--- config.mk ---
export PLATFORM = sky130hd
export DESIGN_NAME = seq_detect_mealy_param
export DESIGN_NICKNAME = d
export VERILOG_FILES = /design/src/rtl/seqdet_pkg.sv /design/src/rtl/seqdet_sat_counter.sv /design/src/rtl/seq_detect_mealy_param.sv
export SDC_FILE = /design/constraint.sdc
export NUM_CORES = 1
export LEC_CHECK = 0
export ABC_CLOCK_PERIOD_IN_PS = 3350
export CAP_MARGIN = 40
export CORE_MARGIN = 3
export CORE_UTILIZATION = 52
export CTS_BUF_LIST = sky130_fd_sc_hd__clkbuf_2 sky130_fd_sc_hd__clkbuf_4 sky130_fd_sc_hd__clkbuf_8
export DETAILED_ROUTE_END_ITERATION = 10
export PLACE_DENSITY = 0.9
export SLEW_MARGIN = 5
export SYNTH_ARGS = -nofsm -noshare
export SYNTH_HDL_FRONTEND = slang
export SYNTH_SLANG_ARGS = --single-unit
--- constraint.sdc ---
create_clock -name clk -period 3.35 [get_ports clk]
set_clock_uncertainty 0.05 [all_clocks]
set_input_delay 1.005 -clock clk [delete_from_list [all_inputs] [get_ports clk]]
set_output_delay 1.005 -clock clk [all_outputs]
set_load 0.01 [all_outputs]
--- src/rtl/seqdet_pkg.sv ---
// -----------------------------------------------------------------------------
// seqdet_pkg
// Shared types and helpers for the parametrised Mealy sequence detector.
//   state_t     : detector FSM states (FILL while history is incomplete,
//                 ARMED once len-1 valid bits are held)
//   PKG_MAX_W   : largest pattern width the mask helper supports
//   LEN_W       : length-field width for the default MAX_W of 8
//   len_mask()  : right-aligned compare mask of 'len' ones
// -----------------------------------------------------------------------------
package seqdet_pkg;

    typedef enum logic {
        FILL  = 1'b0,
        ARMED = 1'b1
    } state_t;

    localparam int unsigned PKG_MAX_W = 32;
    localparam int unsigned LEN_W     = $clog2(8 + 1);

    // Built one bit wider than the result so len == PKG_MAX_W yields all-ones
    // instead of wrapping to zero.
    function automatic logic [PKG_MAX_W-1:0] len_mask(input int unsigned len);
        logic [PKG_MAX_W:0] wide;
        wide = ({{PKG_MAX_W{1'b0}}, 1'b1} << len) - {{PKG_MAX_W{1'b0}}, 1'b1};
        return wide[PKG_MAX_W-1:0];
    endfunction

endpackage

--- src/rtl/seqdet_sat_counter.sv ---
// -----------------------------------------------------------------------------
// seqdet_sat_counter
// Saturating up-counter used for the optional match statistics.
//   clk    in   clock, rising edge
//   reset  in   asynchronous, active-high; clears count
//   inc    in   increment request (ignored once count is all-ones)
//   clr    in   synchronous clear, has priority over inc
//   count  out  CNT_W-bit count value
// -----------------------------------------------------------------------------
module seqdet_sat_counter #(
    parameter int unsigned CNT_W = 16
) (
    input  logic             clk,
    input  logic             reset,
    input  logic             inc,
    input  logic             clr,
    output logic [CNT_W-1:0] count
);

    always_ff @(posedge clk or posedge reset) begin
        if (reset) begin
            count <= '0;
        end else if (clr) begin
            count <= '0;
        end else if (inc && (count != '1)) begin
            count <= count + CNT_W'(1);
        end
    end

endmodule

--- src/rtl/seq_detect_mealy_param.sv ---
// -----------------------------------------------------------------------------
// seq_detect_mealy_param
// Parametrised Mealy serial-pattern detector with a runtime-loadable pattern
// of 1..MAX_W bits (MAX_W <= 32), overlapping or non-overlapping matching.
// z is asserted in the same cycle as the final pattern bit.
//
// Optional feature macro: SEQDET_MATCH_CNT_EN
//   defined   -> match_count is a saturating count of z pulses
//   undefined -> match_count is tied to zero
//
// Ports
//   clk          in   clock, rising edge
//   reset        in   asynchronous, active-high
//   x_valid      in   x is sampled this cycle
//   x            in   serial data bit
//   cfg_load     in   1-cycle pulse: capture cfg_* (wins over x_valid)
//   cfg_pattern  in   new pattern, right-aligned, bit [len-1] received first
//   cfg_len      in   new length; 0 or > MAX_W clamps to MAX_W
//   cfg_overlap  in   new overlap mode (1 = overlapping)
//   z            out  combinational match flag
//   armed        out  registered: history holds >= len-1 valid bits
//   match_count  out  saturating match count (macro only, else 0)
// -----------------------------------------------------------------------------
module seq_detect_mealy_param
    import seqdet_pkg::*;
#(
    parameter int unsigned             MAX_W       = 8,
    parameter logic [MAX_W-1:0]        DEF_PATTERN = 'b110,
    parameter int unsigned             DEF_LEN     = 3,
    parameter logic                    DEF_OVERLAP = 1'b1,
    parameter int unsigned             CNT_W       = 16
) (
    input  logic                       clk,
    input  logic                       reset,
    input  logic                       x_valid,
    input  logic                       x,
    input  logic                       cfg_load,
    input  logic [MAX_W-1:0]           cfg_pattern,
    input  logic [$clog2(MAX_W+1)-1:0] cfg_len,
    input  logic                       cfg_overlap,
    output logic                       z,
    output logic                       armed,
    output logic [CNT_W-1:0]           match_count
);

    localparam int unsigned LW = $clog2(MAX_W + 1);

    logic [MAX_W-1:0] pattern_q, pattern_d;
    logic [LW-1:0]    len_q,     len_d;
    logic             overlap_q, overlap_d;
    logic [MAX_W-2:0] hist_q,    hist_d;
    logic [LW-1:0]    fill_q,    fill_d;
    state_t           state_q,   state_d;

    logic [MAX_W-1:0] mask;
    logic [MAX_W-1:0] window;
    logic [LW-1:0]    len_m1;
    logic [LW-1:0]    fill_inc;
    logic [LW-1:0]    cfg_len_eff;
    logic             hit;

    always_ff @(posedge clk or posedge reset) begin
        if (reset) begin
            pattern_q <= DEF_PATTERN;
            len_q     <= LW'(DEF_LEN);
            overlap_q <= DEF_OVERLAP;
            hist_q    <= '0;
            fill_q    <= '0;
            state_q   <= (DEF_LEN == 1) ? ARMED : FILL;
        end else begin
            pattern_q <= pattern_d;
            len_q     <= len_d;
            overlap_q <= overlap_d;
            hist_q    <= hist_d;
            fill_q    <= fill_d;
            state_q   <= state_d;
        end
    end

    always_comb begin
        mask        = MAX_W'(len_mask(32'(len_q)));
        window      = {hist_q, x};
        len_m1      = len_q - LW'(1);
        fill_inc    = (fill_q == len_m1) ? fill_q : fill_q + LW'(1);
        cfg_len_eff = ((cfg_len == '0) || (cfg_len > LW'(MAX_W))) ? LW'(MAX_W) : cfg_len;

        // A load cycle discards x, so it can never report a match.
        hit = x_valid && !cfg_load && (state_q == ARMED) &&
              ((window & mask) == (pattern_q & mask));
        z   = hit;

        pattern_d = pattern_q;
        len_d     = len_q;
        overlap_d = overlap_q;
        hist_d    = hist_q;
        fill_d    = fill_q;
        state_d   = state_q;

        if (cfg_load) begin
            pattern_d = cfg_pattern;
            len_d     = cfg_len_eff;
            overlap_d = cfg_overlap;
            hist_d    = '0;
            fill_d    = '0;
            state_d   = (cfg_len_eff == LW'(1)) ? ARMED : FILL;
        end else if (x_valid) begin
            if (hit && !overlap_q) begin
                hist_d  = '0;
                fill_d  = '0;
                state_d = (len_q == LW'(1)) ? ARMED : FILL;
            end else begin
                hist_d  = window[MAX_W-2:0];
                fill_d  = fill_inc;
                state_d = (fill_inc == len_m1) ? ARMED : FILL;
            end
        end
    end

    assign armed = (state_q == ARMED);

`ifdef SEQDET_MATCH_CNT_EN
    seqdet_sat_counter #(
        .CNT_W (CNT_W)
    ) u_match_cnt (
        .clk   (clk),
        .reset (reset),
        .inc   (hit),
        .clr   (cfg_load),
        .count (match_count)
    );
`else
    assign match_count = '0;
`endif

endmodule

# [After elaboration in Yosys (flattened, before gate mapping)]
# Cells that the tools add are included.
[word_totals] reg_bits=25 input_bits=18 output_inout_bits=18 wordCells=41
[classes] addsub=3 order_cmp=1 n_eq_ne=5 n_shift=1 n_mux=14 n_bitwise=2 n_reduce_logical=9
[op_table] op="$mux W7" count=3
[op_table] op="$mux W4" count=5
[op_table] op="$and A8 B8 Y8" count=2
[op_table] op="$eq A4 B1 Y1 const B" count=2
[op_table] op="$eq A4 B4 Y1" count=2
[op_table] op="$eq A8 B8 Y1" count=1
[op_table] op="$shl A1 B4 Y8 const A" count=1
[op_table] op="$sub A8 B1 Y8 const B" count=1
[op_table] op="$mux W1" count=6
[op_table] op="$add A4 B1 Y4 const B" count=1
[op_table] op="$gt A4 B4 Y1 const B" count=1
[op_table] op="$logic_and A1 B1 Y1" count=4
[op_table] op="$logic_not A4 Y1" count=1
[op_table] op="$sub A4 B1 Y4 const B" count=1
[op_table] op="$logic_not A1 Y1" count=2
[op_table] op="$reduce_bool A2 Y1" count=1
[op_table] op="$logic_or A1 B1 Y1" count=1

# [Depth between registers and ports, before layout]
[logic_depth] ltp_word=9 mapped_depth=12 ltp_nobuf=11

# [Worst setup path before layout]
# No wires, ideal clock.
[synth_path] path_kind="in2out" from="input port cfg_load" to="output port z" arrival_time_ps=2166 required_time_ps=2295 path_slack_ps=129 cell_stages=6 n_path_buf=1 cell_sequence="buf_2 > inv_1 > o2111ai_1 > a221o_1 > nor4_4 > and2_1"
[synth_via] elab_chain_len=4
[synth_rtl] element="start, declared" line_no="seq_detect_mealy_param.sv:37" text="input logic cfg_load,"
[synth_rtl] element="$logic_not A1 Y1" line_no="seq_detect_mealy_param.sv:88" text="hit = x_valid && !cfg_load && (state_q == ARMED) &&"
[synth_rtl] element="$logic_and A1 B1 Y1 (3 in a row)" line_no="seq_detect_mealy_param.sv:88"
[synth_rtl] element="end, declared" line_no="seq_detect_mealy_param.sv:41" text="output logic z,"
# Every way passes these cells.

# [Final worst setup path]
[layout_path] from="register len_q[0]" to="output port z"
[layout_via] elab_chain_len=5 elab_cells_between_ends=6 classes_between="add/sub (1); eq/ne (1); shift (1); bitwise (2); reduce/logical (1)"
[layout_rtl] element="start, declared" line_no="seq_detect_mealy_param.sv:49" text="logic [LW-1:0] len_q, len_d;"
[layout_rtl] element="start signal, assigned" line_no="seq_detect_mealy_param.sv:65" text="len_q <= LW'(DEF_LEN);"
[layout_rtl] element="start signal, assigned" line_no="seq_detect_mealy_param.sv:72" text="len_q <= len_d;"
[layout_rtl] element="$shl A1 B4 Y8 (*)" line_no="seqdet_pkg.sv:24" text="wide = ({{PKG_MAX_W{1'b0}}, 1'b1} << len) - {{PKG_MAX_W{1'b0}}, 1'b1};"
[layout_rtl] element="$sub A8 B1 Y8 (*)" line_no="seqdet_pkg.sv:24"
[layout_rtl] element="$and A8 B8 Y8" line_no="seq_detect_mealy_param.sv:89" text="((window & mask) == (pattern_q & mask));"
[layout_rtl] element="$eq A8 B8 Y1 (*)" line_no="seq_detect_mealy_param.sv:89"
[layout_rtl] element="$logic_and A1 B1 Y1 (*)" line_no="seq_detect_mealy_param.sv:88"
# Mark *: on every way between the ends. The rest lies on a longest branch, timed or not.

==> qor.yml <==
grtUsageTotal_pct: 21.13
cp_slowest_stage_delay_ns: 0.63
final_common_cell: "buf_4"
ctsHtreeMaxLevel: 1
leakage_nw: 0.9549
drive_above_1_share_pct: 32.71
worst_r2r_endpoint: "fill_q[2]"
setup_tns_ns: -0.1572
hp-start: "pattern_q[6]"
pwr-share-comb_pct: 34.8
finalHoldViolations: 0
die_area_sq_um: 3941
seqPwrFrac_pct: 44.9
ys_seq_elements: 25
crit_required_ns: 2.29
grt_antenna_before_repair: 0
period_share_pct: 104.7
cts_tree: "built"
dp.final_hpwl_microns: 2785
place_ws_ns: -0.6379
synth_fa_ha_area_share_pct: 5.224
switching_share_pct: 34.25
rsz0062_at_grt: "true"
maxSlewViolCount: 0
drt_iter0_drc: 100
netlist-cell-type-count: 42
syn_inst: 170
p_sw_mw: 0.2633
synth_top_family_by_area: "simple AND/OR/NAND/NOR gates"
crit_type: "flip-flop to output pin"
hold_path_depth: 1
syn_avg_cell_area_sq_um: 9.862
hold_class: "flip-flop to flip-flop"
min_to: "pattern_q[6]"
area_growth_pct: 30.45
seq_area_frac_synth_pct: 37.69
place.gp.congestion: 0.8254
cts_sinks: 25
path_clk_slew_ns: 0.15
grt_pass1_vias: 1455
clock_latency_ns: 0.35
ir_drop_uv: 367.5
rows: 19
vias_per_cell: 5.488
synth_area_sq_um: 1677
finalCriticalPeriod_ns: 3.507
cp_num_buf_inv: 2
crit_slowest_cell: "dfstp_2"
r2r_cells: 12
setup_viol: 1
fmax_mhz: 285.1
holdWs_ns: 0.5005
p_int_mw: 0.5054
cp_cell_sequence: "inv_4, ha_4, nor3b_4, xor2_2, a221o_1, nor4_4, and2_1, buf_2"
worstSetupStartpointType: "flip-flop"
cts_inserted_buffers: 3
power_frac_clock_pct: 20.4
run_status: "finished, violations left"
diodes: 0
path_max_fanout: 3
drt-total-wl_microns: 4280
first_pass_iters: 4
port_buffers: 19
die_h_microns: 62.78
grt_pass1_wl_microns: 6596
nets: 240
arrival_ns: 2.45
power.density_nw_per_um2: 351.5
coreArea_sq_um: 2900
yosys.area_share.simple_pct: 15.37
finalWorstSetupSlack_ns: -0.1572
critPathTopFamily: "flip-flops"
cp-end-kind: "output pin"
clockRootBuffer: "clkbuf_4"
synth_compound_area_share_pct: 14.70
maxCapViolations: 0
initial_core_util_pct: 57.81
drcViolationCount: 0
r2r_start: "len_q[1]"
cts-hold-fix-buffers: 0
final_cell_mix: "buf_4 (27), dfrtp_1 (20), conb_1 (16)"
yosys_warnings: 0
wl_per_cell_microns: 16.72
fp.dieW_microns: 62.78
violations: "negative setup slack"
synth-xor-area-share_pct: 8.881
vias: 1405
boundaryPins: 36
synthMuxAreaShare_pct: 7.239
clock_path_buffers: 2
drtAntennaViolNets: 0
grt_max_degree: 26
gr-total-overflow: 0
rrSetupSlack_ns: 0.50
==> what timing repair did <==
item	4_1_cts	5_1_grt
cloned	0	0
pin swaps	6	10
resized for setup	20	18
buffers inserted	2	4
endpoints found under the setup margin	1	1
==> routing by layer <==
layer	GRT usage (%)	wire length, microns
met5	0	0
met4	10.19	110
met3	5.576	322
met2	36.35	2094
met1	24.25	1752
==> registers in the layout (all words and copies together), names as in the netlist <==
name and flops:
hist_q 7, overlap_q 1, len_q 4, armed 1, fill_q 4, pattern_q 8
==> layout make-up <==
type | count | area, sq um
clock buffers | 3 | 22.52
repair buffers | 47 | 399.1
flip-flops and latches | 25 | 631.9
inverters | 5 | 21.27
fillers | 193 | 713.2
clock inverters | 1 | 8.758
multi-input cells | 133 | 1051
well taps | 42 | 52.55
==> worst max-delay path by stage <==
stage,cells past startpoint,end,startpoint
final,8,z,len_q[0]
after global routing,10,z,len_q[0]
after CTS,8,z,len_q[0]
after detailed placement,6,z,x
after global placement,6,z,x
after floorplan,6,z,cfg_load
==> power by group through the flow <==
stage / logic [mW] / clock network, mW / registers, mW
6_report: 0.267 / 0.156 / 0.345
5_1_grt: 0.290 / 0.170 / 0.348
4_1_cts: 0.235 / 0.158 / 0.343
3_5_place_dp: 0.221 / 0 / 0.348
3_3_place_gp: 0.208 / 0 / 0.346
2_1_floorplan: 0.155 / 0 / 0.345
==> worst reg2reg max path, stage by stage, from the launching register on <==
cell and delay (ns):
dfstp_2 0.58, inv_2 0.07, ha_4 0.18, buf_4 0.14, or3_4 0.39, buf_4 0.15, nand3_1 0.07, a21oi_1 0.10
buf_4 0.15, a211oi_2 0.35, a21oi_4 0.20, a21oi_1 0.22, mux2i_1 0.10
==> kinds of logic after synthesis <==
logic type | after synthesis
AND/OR/NAND/NOR | 49
AO/OA/AOI/OAI | 33
buffers and inverters | 27
flip-flops | 25
XOR/XNOR | 17
multiplexers | 11
adder cells (fa/ha/maj) | 7
other | 1
==> cell usage after synthesis, drive strengths merged <==
library cell / instances / area, sq um
a211o: 1 / 8.760
a211oi: 1 / 12.51
a21o: 1 / 7.510
a21oi: 9 / 56.31
a221o: 1 / 10.01
a22o: 8 / 70.07
a31oi: 1 / 6.260
a32o: 1 / 10.01
a32oi: 1 / 8.760
and2: 1 / 6.260
buf: 21 / 156.4
clkbuf: 1 / 3.750
conb: 1 / 3.750
dfrtp: 20 / 500.5
dfstp: 5 / 131.4
ha: 7 / 87.58
inv: 5 / 18.77
mux2: 9 / 101.4
mux2i: 2 / 20.02
nand2: 13 / 48.80
nand2b: 3 / 18.77
nand3: 8 / 40.04
nand3b: 1 / 7.510
nand4: 1 / 6.260
nor2: 9 / 33.78
nor2b: 3 / 18.77
nor3: 6 / 35.03
nor3b: 2 / 15.01
nor4: 1 / 21.27
o2111ai: 1 / 8.760
o21ai: 6 / 30.02
o2bb2ai: 1 / 8.760
o31a: 1 / 8.760
or3: 1 / 6.260
xnor2: 11 / 96.34
xor2: 6 / 52.55
==> metrics by stage <==
stage	util [%]	instance area, sq um	cells	power [mW]
6_report	75.41	2187	256	0.7687
3_3_place_gp	68.29	1981	246	0.5542
5_1_grt	75.41	2187	256	0.8077
4_1_cts	71.48	2073	252	0.7360
3_5_place_dp	68.29	1981	246	0.5693
2_1_floorplan	-	1733	185	0.4997
Power figures use the tool's default switching activity.
